===== config.mk =====
export PLATFORM = sky130hd
export DESIGN_NAME = instruction_sequencer_flat
export DESIGN_NICKNAME = d
export VERILOG_FILES = /design/src/rtl/instruction_sequencer_if.sv /design/src/rtl/instruction_sequencer.sv /design/src/flat_wrapper.sv
export SDC_FILE = /design/constraint.sdc
export NUM_CORES = 1
export LEC_CHECK = 0
export BUFFER_PORTS_ARGS = -buffer_cell sky130_fd_sc_hd__buf_2
export CORE_MARGIN = 3
export CORE_UTILIZATION = 24
export DETAILED_ROUTE_END_ITERATION = 12
export RECOVER_POWER = 100
export SYNTH_ARGS = -nofsm -noshare
export SYNTH_HDL_FRONTEND = slang
export SYNTH_SLANG_ARGS = --single-unit

===== constraint.sdc =====
create_clock -name clock -period 2.61 [get_ports clock]
set_input_delay 0.261 -clock clock [delete_from_list [all_inputs] [get_ports clock]]
set_output_delay 0.261 -clock clock [all_outputs]
set_load 0.01 [all_outputs]

===== src/rtl/instruction_sequencer_if.sv =====
// instruction_sequencer_if
//   Bus between the instruction sequencer and its environment
//   (instruction memory, data RAM and datapath).
//   instruction  32  fetched instruction word (from instruction memory)
//   mem_ready     1  data RAM completed the current load/store
//   controlword  31  {Psel,DA,SA,SB,Fsel,regW,ramW,EN_MEM,EN_ALU,EN_B,EN_PC,Bsel,PCsel,SL}
//   K            64  datapath constant
//   state         2  00 FETCH, 01 EXEC, 10 MEM, 11 HALT
//   ir_load       1  IR captures instruction at the coming edge
//   halted        1  sequencer is in HALT
//   modport master: the sequencer side; modport slave: the environment side.
interface instruction_sequencer_if;
    logic [31:0] instruction;
    logic        mem_ready;
    logic [30:0] controlword;
    logic [63:0] K;
    logic [1:0]  state;
    logic        ir_load;
    logic        halted;

    modport master (
        input  instruction, mem_ready,
        output controlword, K, state, ir_load, halted
    );

    modport slave (
        output instruction, mem_ready,
        input  controlword, K, state, ir_load, halted
    );
endinterface


===== src/rtl/instruction_sequencer.sv =====
// instruction_sequencer
//   Multicycle FETCH/EXEC/MEM controller for a LEGv8-style datapath.
//   Latches the instruction in FETCH, decodes it in EXEC and, for loads and
//   stores, waits in MEM for the data-RAM ready handshake. Outputs are
//   combinational from state, IR and mem_ready.
// Ports:
//   clock  in   rising-edge clock
//   reset  in   asynchronous active-low reset
//   bus    master modport of instruction_sequencer_if
// Optional feature:
//   SEQ_MEM_TIMEOUT_EN  when defined, a MEM stall of 15 cycles with mem_ready
//                       low sends the sequencer to HALT.
module instruction_sequencer (
    input  logic                      clock,
    input  logic                      reset,
    instruction_sequencer_if.master   bus
);

    typedef enum logic [1:0] {
        S_FETCH = 2'b00,
        S_EXEC  = 2'b01,
        S_MEM   = 2'b10,
        S_HALT  = 2'b11
    } state_t;

    localparam logic [10:0] OP_ADD  = 11'b10001011000;
    localparam logic [10:0] OP_SUB  = 11'b11001011000;
    localparam logic [10:0] OP_AND  = 11'b10001010000;
    localparam logic [10:0] OP_ORR  = 11'b10101010000;
    localparam logic [10:0] OP_LDUR = 11'b11111000010;
    localparam logic [10:0] OP_STUR = 11'b11111000000;
    localparam logic [5:0]  OP_B    = 6'b000101;

    state_t      state_q, state_d;
    logic [31:0] ir;

    logic [1:0]  psel;
    logic [4:0]  da, sa, sb, fsel;
    logic        regw, ramw, en_mem, en_alu, en_b, en_pc, bsel, pcsel, sl;
    logic [63:0] k;
    logic        is_ld;

`ifdef SEQ_MEM_TIMEOUT_EN
    logic [3:0]  tcnt;

    // Cleared while leaving EXEC so it reads 0 on the first MEM cycle.
    always_ff @(posedge clock or negedge reset) begin
        if (!reset) begin
            tcnt <= '0;
        end else if (state_q == S_EXEC) begin
            tcnt <= '0;
        end else if (state_q == S_MEM && !bus.mem_ready) begin
            tcnt <= tcnt + 4'd1;
        end
    end
`endif

    always_ff @(posedge clock or negedge reset) begin
        if (!reset) begin
            state_q <= S_FETCH;
            ir      <= '0;
        end else begin
            state_q <= state_d;
            if (state_q == S_FETCH) begin
                ir <= bus.instruction;
            end
        end
    end

    always_comb begin
        state_d = state_q;
        psel    = '0;
        da      = '0;
        sa      = '0;
        sb      = '0;
        fsel    = '0;
        regw    = 1'b0;
        ramw    = 1'b0;
        en_mem  = 1'b0;
        en_alu  = 1'b0;
        en_b    = 1'b0;
        en_pc   = 1'b0;
        bsel    = 1'b0;
        pcsel   = 1'b0;
        sl      = 1'b0;
        k       = '0;
        is_ld   = (ir[31:21] == OP_LDUR);

        case (state_q)
            S_FETCH: begin
                state_d = S_EXEC;
            end
            S_EXEC: begin
                case (ir[31:21])
                    OP_ADD, OP_SUB, OP_AND, OP_ORR: begin
                        da     = ir[4:0];
                        sa     = ir[9:5];
                        sb     = ir[20:16];
                        regw   = 1'b1;
                        en_alu = 1'b1;
                        psel   = 2'b01;
                        pcsel  = 1'b1;
                        case (ir[31:21])
                            OP_ADD:  fsel = 5'b01000;
                            OP_SUB:  fsel = 5'b01001;
                            OP_AND:  fsel = 5'b00000;
                            default: fsel = 5'b00100;
                        endcase
                        state_d = S_FETCH;
                    end
                    OP_LDUR, OP_STUR: begin
                        sa      = ir[9:5];
                        fsel    = 5'b01000;
                        bsel    = 1'b1;
                        k       = {55'd0, ir[20:12]};
                        state_d = S_MEM;
                    end
                    default: begin
                        if (ir[31:26] == OP_B) begin
                            k       = {{38{ir[25]}}, ir[25:0]};
                            psel    = 2'b10;
                            state_d = S_FETCH;
                        end else begin
                            state_d = S_HALT;
                        end
                    end
                endcase
            end
            S_MEM: begin
                sa   = ir[9:5];
                fsel = 5'b01000;
                bsel = 1'b1;
                k    = {55'd0, ir[20:12]};
                // Only LDUR or STUR can reach MEM, so "not load" means store.
                if (is_ld) begin
                    da     = ir[4:0];
                    en_mem = 1'b1;
                    regw   = bus.mem_ready;
                end else begin
                    sb     = ir[4:0];
                    ramw   = 1'b1;
                    en_b   = 1'b1;
                end
                psel = bus.mem_ready ? 2'b01 : 2'b00;
                if (bus.mem_ready) begin
                    state_d = S_FETCH;
                end
`ifdef SEQ_MEM_TIMEOUT_EN
                // Counter would reach 15 at this edge: give up on the access.
                else if (tcnt == 4'd14) begin
                    state_d = S_HALT;
                end
`endif
            end
            default: begin
                state_d = S_HALT;
            end
        endcase
    end

    assign bus.controlword = {psel, da, sa, sb, fsel, regw, ramw, en_mem,
                              en_alu, en_b, en_pc, bsel, pcsel, sl};
    assign bus.K           = k;
    assign bus.state       = state_q;
    assign bus.ir_load     = (state_q == S_FETCH);
    assign bus.halted      = (state_q == S_HALT);

endmodule


===== src/flat_wrapper.sv =====
// flat-port wrapper written by rule: the top's interface ports become plain ports
module instruction_sequencer_flat 
  (clock, reset, bus_instruction, bus_mem_ready, bus_controlword, bus_K, bus_state, bus_ir_load, bus_halted);
  instruction_sequencer_if bus_i ();
  input  logic clock;
  input  logic reset;
  input wire logic [$bits(bus_i.instruction)-1:0] bus_instruction;
  input wire logic [$bits(bus_i.mem_ready)-1:0] bus_mem_ready;
  output wire logic [$bits(bus_i.controlword)-1:0] bus_controlword;
  output wire logic [$bits(bus_i.K)-1:0] bus_K;
  output wire logic [$bits(bus_i.state)-1:0] bus_state;
  output wire logic [$bits(bus_i.ir_load)-1:0] bus_ir_load;
  output wire logic [$bits(bus_i.halted)-1:0] bus_halted;
  assign bus_i.instruction = bus_instruction;
  assign bus_i.mem_ready = bus_mem_ready;
  assign bus_controlword = bus_i.controlword;
  assign bus_K = bus_i.K;
  assign bus_state = bus_i.state;
  assign bus_ir_load = bus_i.ir_load;
  assign bus_halted = bus_i.halted;
  instruction_sequencer u_core (.clock(clock), .reset(reset), .bus(bus_i));
endmodule

* Word level (Yosys, flattened, before mapping)
Index checks and enable logic that the tools add are counted.
Operators by class: $add $sub $neg 0, multiply operators 0, div/mod/pow operators 0, order comparisons 0, equality and inequality tests 11, shift operators 0, multiplexer cells 32, bitwise gates (word level) 0, reductions and logical operators 4
Operator list (number):
- $pmux 64 s2 | 2
- $eq 11x11->1 const B | 6
- $mux 64 | 1
- $pmux 5 s2 | 5
- $mux 5 | 5
- $pmux 2 s2 | 3
- $pmux 4 s3 | 1
- $mux 1 | 9
- $eq 6x3->1 const B | 1
- $mux 2 | 3
- $pmux 2 s3 | 1
- $reduce_or 6->1 | 1
- $eq 2x2->1 const B | 2
- $pmux 1 s2 | 2
- $reduce_or 4->1 | 1
- $eq 2x1->1 const B | 1
- $logic_not 2->1 | 1
- $ne 2x2->1 const B | 1
- $reduce_or 2->1 | 1
Word-level totals: register bits 34, latch bits 0, memory bits (writable) 0, ROM bits 0, input bits 35, word-level logic and storage cells 49, memories 0

* Logic depth before layout (Yosys ltp)
Gate-level depths: netlist of run 1.
depth after elaboration 4, mapped depth 7, gate-level depth less buffers 6

* Worst setup path after synthesis of run 1
Ideal clock, no wire load.
path kind reg2out, start point reg u_core.state_q[0], in the netlist u_core.bus.state[0], end point out bus_K[26], arrival 2531 ps, slack -182 ps, stages on the path, launching flop included 8, cells stage by stage dfrtp_1 inv_1 ha_1 nand2_1 nor2_2 clkbuf_1 and2_1 buf_4
On the way: longest elaborated chain between the ends 2, elaborated cells on any way between the ends 3, classes of those cells eq/ne: 2; mux: 1
RTL lines:
- start: declaration | line instruction_sequencer.sv:34 | state_t state_q, state_d;
- start signal: assignment | line instruction_sequencer.sv:63 | state_q <= state_d;
- $eq 2x2->1 / $eq 2x1->1 (equally long branches) | line instruction_sequencer.sv:89 | case (state_q)
- $pmux 64 s2 (*) | line instruction_sequencer.sv:89
- end: declaration | line flat_wrapper.sv:10 | output wire logic [$bits(bus_i.K)-1:0] bus_K;
Mark *: on every way between the ends. The rest lies on a longest branch, timed or not.

* Worst setup path in the final report of run 1
start point reg u_core.ir[28], end point out bus_controlword[21]
On the way: longest elaborated chain between the ends 4, elaborated cells on any way between the ends 9, classes of those cells eq/ne: 6; mux: 2; reduce/logical: 1
RTL lines:
- start: declaration | line instruction_sequencer.sv:35 | logic [31:0] ir;
- start signal: assignment | line instruction_sequencer.sv:65 | ir <= bus.instruction;
- $eq 11x11->1 | line instruction_sequencer.sv:94 | case (ir[31:21])
- $reduce_or 6->1 (no line) (*)
- $mux 5 (*) | line instruction_sequencer.sv:94
- $pmux 5 s2 (*) | line instruction_sequencer.sv:89
- end: declaration | line flat_wrapper.sv:9 | output wire logic [$bits(bus_i.controlword)-1:0] bus_controlword;
Marked as above.

==> flow_summary_export.csv, run 1 <==
group,metric,value,unit
cts,cts.hold.buffers_added,0,
worst_setup_path,cp_max_fo,5,
detailed_routing,route.detailed.vias_per_inst,4.37,
detailed_routing,drt_pass1_iterations,4,
timing,total_count_of_max_transition_violations_in_the_final_report,35,
synthesis,netlist.area_leader.share,37.3,%
cts,clk_pin_slew_worst_paths,0.07,ns
worst_setup_path,critPathMaxStageDelay,0.59,ns
timing,rsz_0062_raised_after_global_routing,"no",
floorplanning,floorplan.die_area,10700,sq um
timing,final.min_clock_period,2.45,ns
layout,layout.cells.most_common,"sky130_fd_sc_hd__buf_2",
worst_setup_path,worst_setup_path_end_kind,"output port",
synthesis,ys_warn_count,0,
worst_setup_path,crit_path_start_kind,"flop",
global_route,via_count_of_the_first_global_routing_pass,1875,
layout,layout_common_cells,"sky130_fd_sc_hd__buf_2, sky130_fd_sc_hd__dfrtp_1, sky130_fd_sc_hd__mux2_2, sky130_fd_sc_hd__clkbuf_1, sky130_fd_sc_hd__and2_1",
synthesis,synth_simple_gate_area_share,15.2,%
cts,root_buffer_cell,"sky130_fd_sc_hd__clkbuf_8",
floorplanning,io-pin-count,134,
worst_setup_path,critical_path_cell_with_the_highest_stage_delay,"sky130_fd_sc_hd__or4b_4",
status,outcome,"finished, violations left",
pwr,ir_worst_vdd,149,uV
worst_setup_path,r2r_start,"u_core.ir[21]",
floorplanning,dieWidth,103,um
floorplanning,initial_core_util,25.4,%
synthesis,synth-compound-area-share,10.5,%
worst_hold_path,hold_path_end,"u_core.ir[31]",
synthesis,yosysUniqueCellTypes,35,
synthesis,syn_inst,211,
worst_hold_path,startpoint_of_the_tightest_hold_check_path,"bus_instruction[31]",
synthesis,synth.area.mux_share,16.3,%
pwr,total_leakage_power,1.49,nW
cts,cts_buffers,5,
synthesis,synth_top_family_by_area,"buffers and inverters",
layout,finish.utilization,31.4,%
cts,clock_path_buffers,2,
placed_design,portBuffers,129,
global_route,grt_pass1_wl,9.99,mm
floorplanning,chip_height,103,um
pwr,power.density,379,nW/um^2
floorplanning,fp-row-count,34,
synthesis,synth.area.top_cells,"sky130_fd_sc_hd__dfrtp_1, sky130_fd_sc_hd__buf_4, sky130_fd_sc_hd__mux2_2, sky130_fd_sc_hd__and2_1, sky130_fd_sc_hd__a22o_1",
cts,clock_tree_from_tritoncts,"done",
worst_setup_path,cp_num_buf_inv,2,
floorplanning,core-area,8980,sq um
timing,setup-violations-final,0,
timing,worst-slew-pin-transition,1.92,ns
synthesis,ys_ff_latch,34,
worst_setup_path,worst_ep_arrival_time,2.19,ns
worst_setup_path,worstReg2RegEnd,"u_core.bus.state[0]",
detailed_routing,ant_nets,0,
synthesis,post_synth_instance_area,2280,sq um
synthesis,syn_area_per_cell,10.8,sq um
status,failed_checks,"capacitance limit, slew limit",
global_route,grt_max_degree,40,
layout,area_growth_syn_to_layout,23.8,%
cts,numClockSinks,34,
cts,clock_insertion_delay_worst_skew,0.28,ns
layout,antenna-diode-count,0,
worst_setup_path,crit_top_cell,"sky130_fd_sc_hd__clkbuf_2",
detailed_routing,detail_route.wl_per_cell,15.7,um
timing,fin_crit_sh,93.9,%
layout,drive_above_1_share,52.0,%
detailed_routing,drt_wl_total,6.61,mm
synthesis,yosys.area.top_type,"sky130_fd_sc_hd__dfrtp_1",
worst_setup_path,critical_path_required,2.35,ns
global_route,grt_usage,12.3,%
timing,setup_tns_after_final_layout,0,ns
worst_setup_path,rr_worst_depth,4,
worst_setup_path,r2r_setup_slack,0.77,ns
worst_setup_path,critical_path_class,"flop to output port",
timing,timing_hold_violations_final,0,
global_route,initial_antenna_violation_count,0,
timing,slew_headroom,-28.3,%
timing,finalClockSkew,0.00394,ns
synthesis,synth-xor-area-share,0,%
cts,htree_num_levels,2,
worst_setup_path,worst-path-stages,5,
detailed_routing,vias,1844,
detailed_routing,drc,0,
worst_setup_path,cp_cell_sequence,"or4b_4 > nor4_4 > clkbuf_2 > o21a_1 > clkbuf_2",
pwr,finalPower,0.00107,W
global_route,overflow,0,
timing,max_freq,408,MHz
detailed_routing,drt_first_iter_violations,95,
run,timing.max_cap.violations,1,
placed_design,dp.final_hpwl,5.11,mm
synthesis,synth-adder-area-share,2.20,%
worst_setup_path,critical_path.top_delay_family,"simple AND/OR/NAND/NOR gates",
synthesis,seq_area_frac_synth,37.3,%
placed_design,gp_congestion,0.782,
worst_hold_path,min_path_cells,2,
worst_hold_path,min-delay-path-class,"input port to flop",
layout,num-nets-final,335,
[area by class of cell]
class	count	area, sq um
Tap cell	126	158
Fill cell	957	6150
Clock buffer	6	82.6
Timing Repair Buffer	133	652
Inverter	2	7.51
Multi-Input combinational cell	120	1040
Clock inverter	1	30.0
Sequential cell	34	851
[power breakdown]
group | switching [W] | leakage [nW] | internal (W)
clock network | 0.000200 | 0.0573 | 0.000306
logic | 0.0000201 | 0.969 | 0.0000176
registers | 0 | 0.465 | 0.000526
[cells in the mapped netlist]
library cell and count:
sky130_fd_sc_hd__buf_4 51, sky130_fd_sc_hd__dfrtp_1 34, sky130_fd_sc_hd__mux2_2 33, sky130_fd_sc_hd__and2_1 19, sky130_fd_sc_hd__a22o_1 9, sky130_fd_sc_hd__clkbuf_1 7
sky130_fd_sc_hd__nor2b_1 7, sky130_fd_sc_hd__a32o_1 5, sky130_fd_sc_hd__nor2_1 5, sky130_fd_sc_hd__o21a_1 5, sky130_fd_sc_hd__ha_1 4, sky130_fd_sc_hd__nand2_1 3
sky130_fd_sc_hd__nand3b_1 3, sky130_fd_sc_hd__a21oi_1 2, sky130_fd_sc_hd__inv_1 2, sky130_fd_sc_hd__nor4_4 2, sky130_fd_sc_hd__nor4b_1 2, sky130_fd_sc_hd__a21o_1 1
sky130_fd_sc_hd__a22oi_1 1, sky130_fd_sc_hd__a31o_2 1, sky130_fd_sc_hd__a31oi_1 1, sky130_fd_sc_hd__a41o_1 1, sky130_fd_sc_hd__and3_1 1, sky130_fd_sc_hd__conb_1 1
sky130_fd_sc_hd__nand2b_1 1, sky130_fd_sc_hd__nand3_1 1, sky130_fd_sc_hd__nand4bb_1 1, sky130_fd_sc_hd__nor2_2 1, sky130_fd_sc_hd__nor3_1 1, sky130_fd_sc_hd__o21bai_1 1
sky130_fd_sc_hd__o311ai_1 1, sky130_fd_sc_hd__o31ai_1 1, sky130_fd_sc_hd__or2_1 1, sky130_fd_sc_hd__or4b_1 1, sky130_fd_sc_hd__or4b_4 1
[logic make-up after synthesis]
kind of cell / Yosys count
mux: 33
fa+ha+maj: 4
compound gates: 29
buf+inv: 60
simple gates: 50
flops: 34
other cells: 1
[repair_timing]
item,CTS,global route
setup buffers,0,0
setup endpoints to repair,0,55
resized for setup,0,4
[metrics by stage]
stage / instance area, sq um / hold slack (ns) / cells / setup WS (ns)
after global placement: 2730 / 0.400 / 415 / 0.406
after detailed placement: 2730 / 0.399 / 415 / 0.386
after CTS: 2840 / 0.0866 / 422 / 0.0623
final: 2820 / 0.205 / 422 / 0.159
after global routing: 2820 / 0.195 / 422 / 0.00887
after floorplan: 2290 / -0.0346 / 214 / 0.158
[worst register-to-register path, stage by stage, from the launching register on]
cell and delay [ns]:
sky130_fd_sc_hd__dfrtp_1 0.41, sky130_fd_sc_hd__or2_1 0.28, sky130_fd_sc_hd__or4b_1 0.50, sky130_fd_sc_hd__o311ai_1 0.39, sky130_fd_sc_hd__o31ai_1 0.12
[worst max-delay path by stage]
stage	from	end
floorplan	u_core.bus.state[0]	bus_K[26]
global route	u_core.bus.state[0]	bus_controlword[22]
CTS	u_core.bus.state[0]	bus_K[0]
detailed placement	u_core.bus.state[0]	bus_K[0]
finish	u_core.ir[28]	bus_controlword[21]
global placement	u_core.ir[21]	bus_K[7]
[layer usage]
layer	global-route usage [%]	up-vias	routed length (um)	share of wire, %
met2	20.9	96	3080	47
met4	2.59	0	49	0.74
met3	3.69	6	678	10
li1	-	857	-	-
met5	0	-	0	0
met1	15.5	885	2810	42
[registers in the layout, indices dropped and copies added (netlist names)]
| name | cells |
|---|---|
| u_core.bus.state | 2 |
| u_core.ir | 32 |
Note: power is estimated with default switching activity, not from simulation.
==> run 2, diff against run 1 <==
--- a/config.mk
+++ b/config.mk
@@ -6,9 +6,10 @@
 export NUM_CORES = 1
 export LEC_CHECK = 0
 export BUFFER_PORTS_ARGS = -buffer_cell sky130_fd_sc_hd__buf_2
-export CORE_MARGIN = 3
+export CORE_MARGIN = 2
 export CORE_UTILIZATION = 24
 export DETAILED_ROUTE_END_ITERATION = 12
+export PLACE_DENSITY = 0.54
 export RECOVER_POWER = 100
 export SYNTH_ARGS = -nofsm -noshare
 export SYNTH_HDL_FRONTEND = slang
==> run 2 against run 1 <==
  * Largest cell class unchanged
  * Flip-flop and latch count is the same
  * The run still ends with capacitance limit, slew limit left
  * Final area is essentially flat
  * Combinational power is essentially flat
==> flow_summary_export.csv, run 2 (synthesis gave the netlist of run 1 again) <==
group,metric,value,unit
worst_setup_path,r2r_start,"u_core.ir[21]",
timing,setup-violations-final,0,
pwr,internal-power,0.000756,W
pwr,ir_worst_vdd,189,uV
placed_design,gp_congestion,0.723,
worst_setup_path,r2r_setup_slack,0.73,ns
cts,clk_pin_slew_worst_paths,0.08,ns
worst_setup_path,critical_path_required,2.35,ns
cts,htree_num_levels,2,
global_route,grt_max_degree,40,
layout,regMostFlops,"u_core.ir",
run,timing.max_cap.violations,1,
timing,max_freq,401,MHz
global_route,initial_antenna_violation_count,0,
detailed_routing,drt_pass1_iterations,4,
worst_setup_path,worstReg2RegEnd,"u_core.bus.state[0]",
timing,worst-slew-pin-transition,2.00,ns
layout,num-nets-final,337,
layout,layout_common_cells,"sky130_fd_sc_hd__buf_2, sky130_fd_sc_hd__dfrtp_1, sky130_fd_sc_hd__mux2_2, sky130_fd_sc_hd__clkbuf_1, sky130_fd_sc_hd__and2_1",
floorplanning,io-pin-count,134,
worst_hold_path,startpoint_of_the_tightest_hold_check_path,"bus_instruction[4]",
detailed_routing,drc,0,
pwr,switching_power,0.000227,W
worst_hold_path,min_path_cells,2,
pwr,total_leakage_power,1.49,nW
cts,clock_path_buffers,2,
status,outcome,"finished, violations left",
timing,finalClockSkew,0.00484,ns
cts,cts.hold.buffers_added,0,
layout,layout.cells.most_common,"sky130_fd_sc_hd__buf_2",
floorplanning,floorplan.die_area,10300,sq um
timing,setup_tns_after_final_layout,0,ns
cts,root_buffer_cell,"sky130_fd_sc_hd__clkbuf_8",
timing,final.min_clock_period,2.49,ns
timing,setup_slack,0.115,ns
pwr,finalPower,0.000983,W
timing,fin_crit_sh,95.6,%
worst_setup_path,cp_max_fo,7,
pwr,power.share.combinational,3.9,%
detailed_routing,detail_route.wl_per_cell,14.7,um
layout,antenna-diode-count,0,
detailed_routing,drt_first_iter_violations,87,
floorplanning,initial_core_util,24.7,%
cts,numClockSinks,34,
detailed_routing,route.detailed.vias_per_inst,4.36,
detailed_routing,ant_nets,0,
global_route,overflow,0,
worst_hold_path,min-delay-path-class,"input port to flop",
status,failed_checks,"capacitance limit, slew limit",
pwr,swShare,23.1,%
placed_design,portBuffers,129,
detailed_routing,vias,1864,
cts,clock_tree_from_tritoncts,"done",
worst_setup_path,worst_setup_path_end_kind,"output port",
timing,hold_ws,0.199,ns
global_route,grt_pass1_wl,9.57,mm
worst_setup_path,cp_num_buf_inv,1,
pwr,power.share.clock,42.6,%
timing,total_count_of_max_transition_violations_in_the_final_report,35,
worst_setup_path,critical_path_cell_with_the_highest_stage_delay,"sky130_fd_sc_hd__nor4_4",
timing,slew_headroom,-33.3,%
layout,largest_register_ffs,32,
global_route,via_count_of_the_first_global_routing_pass,1670,
pwr,pwr-share-seq,53.6,%
worst_setup_path,rr_worst_depth,4,
worst_setup_path,cp_cell_sequence,"or2_1 > nor4_4 > nand2_1 > a32o_1 > clkbuf_2",
pwr,power.density,348,nW/um^2
detailed_routing,drt_wl_total,6.29,mm
floorplanning,dieWidth,101,um
layout,area_growth_syn_to_layout,23.8,%
worst_setup_path,crit_path_start_kind,"flop",
worst_setup_path,critical_path.top_delay_family,"simple AND/OR/NAND/NOR gates",
cts,cts_buffers,5,
layout,drive_above_1_share,51.2,%
placed_design,preCtsSetupSlack,0.368,ns
placed_design,dp.final_hpwl,4.83,mm
worst_setup_path,critPathMaxStageDelay,0.51,ns
global_route,grt_usage,12.4,%
cts,clock_insertion_delay_worst_skew,0.29,ns
worst_setup_path,worst_ep_arrival_time,2.23,ns
worst_setup_path,critical_path_class,"flop to output port",
timing,rsz_0062_raised_after_global_routing,"no",
worst_hold_path,hold_path_end,"u_core.ir[4]",
timing,timing_hold_violations_final,0,
floorplanning,chip_height,101,um
floorplanning,fp-row-count,35,
floorplanning,core-area,9240,sq um
==> run 2: worst max path at each step <==
| stage | start | end | slack (ns) | depth (start not counted) |
|---|---|---|---|---|
| 6_report | u_core.ir[21] | bus_controlword[14] | 0.12 | 5 |
| 2_1_floorplan | u_core.bus.state[0] | bus_K[26] | 0.16 | 7 |
| 3_5_place_dp | u_core.ir[21] | bus_K[6] | 0.37 | 5 |
| 4_1_cts | u_core.ir[21] | bus_K[6] | 0.05 | 5 |
| 5_1_grt | u_core.bus.state[0] | bus_controlword[16] | 0.005 | 7 |
| 3_3_place_gp | u_core.ir[21] | bus_K[6] | 0.36 | 5 |
==> run 2: layer usage <==
layer  wire length, um  GRT usage [%]
met1              2690           16.3
met2              2980           19.9
met3               533           3.24
met4                85           4.05
met5                 0              0
==> run 2: area by class of cell <==
type	count	area, sq um
fill	1002	6420
multi-input combinational	120	1040
sequential	34	851
timing repair buffer	135	666
tap	129	161
clock buffer	6	82.6
clock inverter	2	12.5
inverter	2	7.51
==> run 2: power by group through the flow <==
stage	clock network, W	registers [W]	logic [W]
2_1_floorplan	0	0.000537	0.00000738
3_3_place_gp	0	0.000537	0.0000392
3_5_place_dp	0	0.000537	0.0000399
4_1_cts	0.000443	0.000526	0.0000398
5_1_grt	0.000466	0.000526	0.0000437
6_report	0.000418	0.000526	0.0000379
==> run 2: through the flow <==
stage	util, %	std cells	instance area, sq um
2_1_floorplan	-	214	2290
4_1_cts	30.7	427	2840
6_report	30.5	428	2820
3_5_place_dp	29.7	419	2740
3_3_place_gp	29.7	419	2740
5_1_grt	30.5	428	2820
==> run 2: what timing repair did <==
item | CTS | global route
setup buffers | 0 | 1
setup endpoints to repair | 0 | 13
endpoints found under the hold margin | 0 | 0
gates resized for setup | 0 | 3
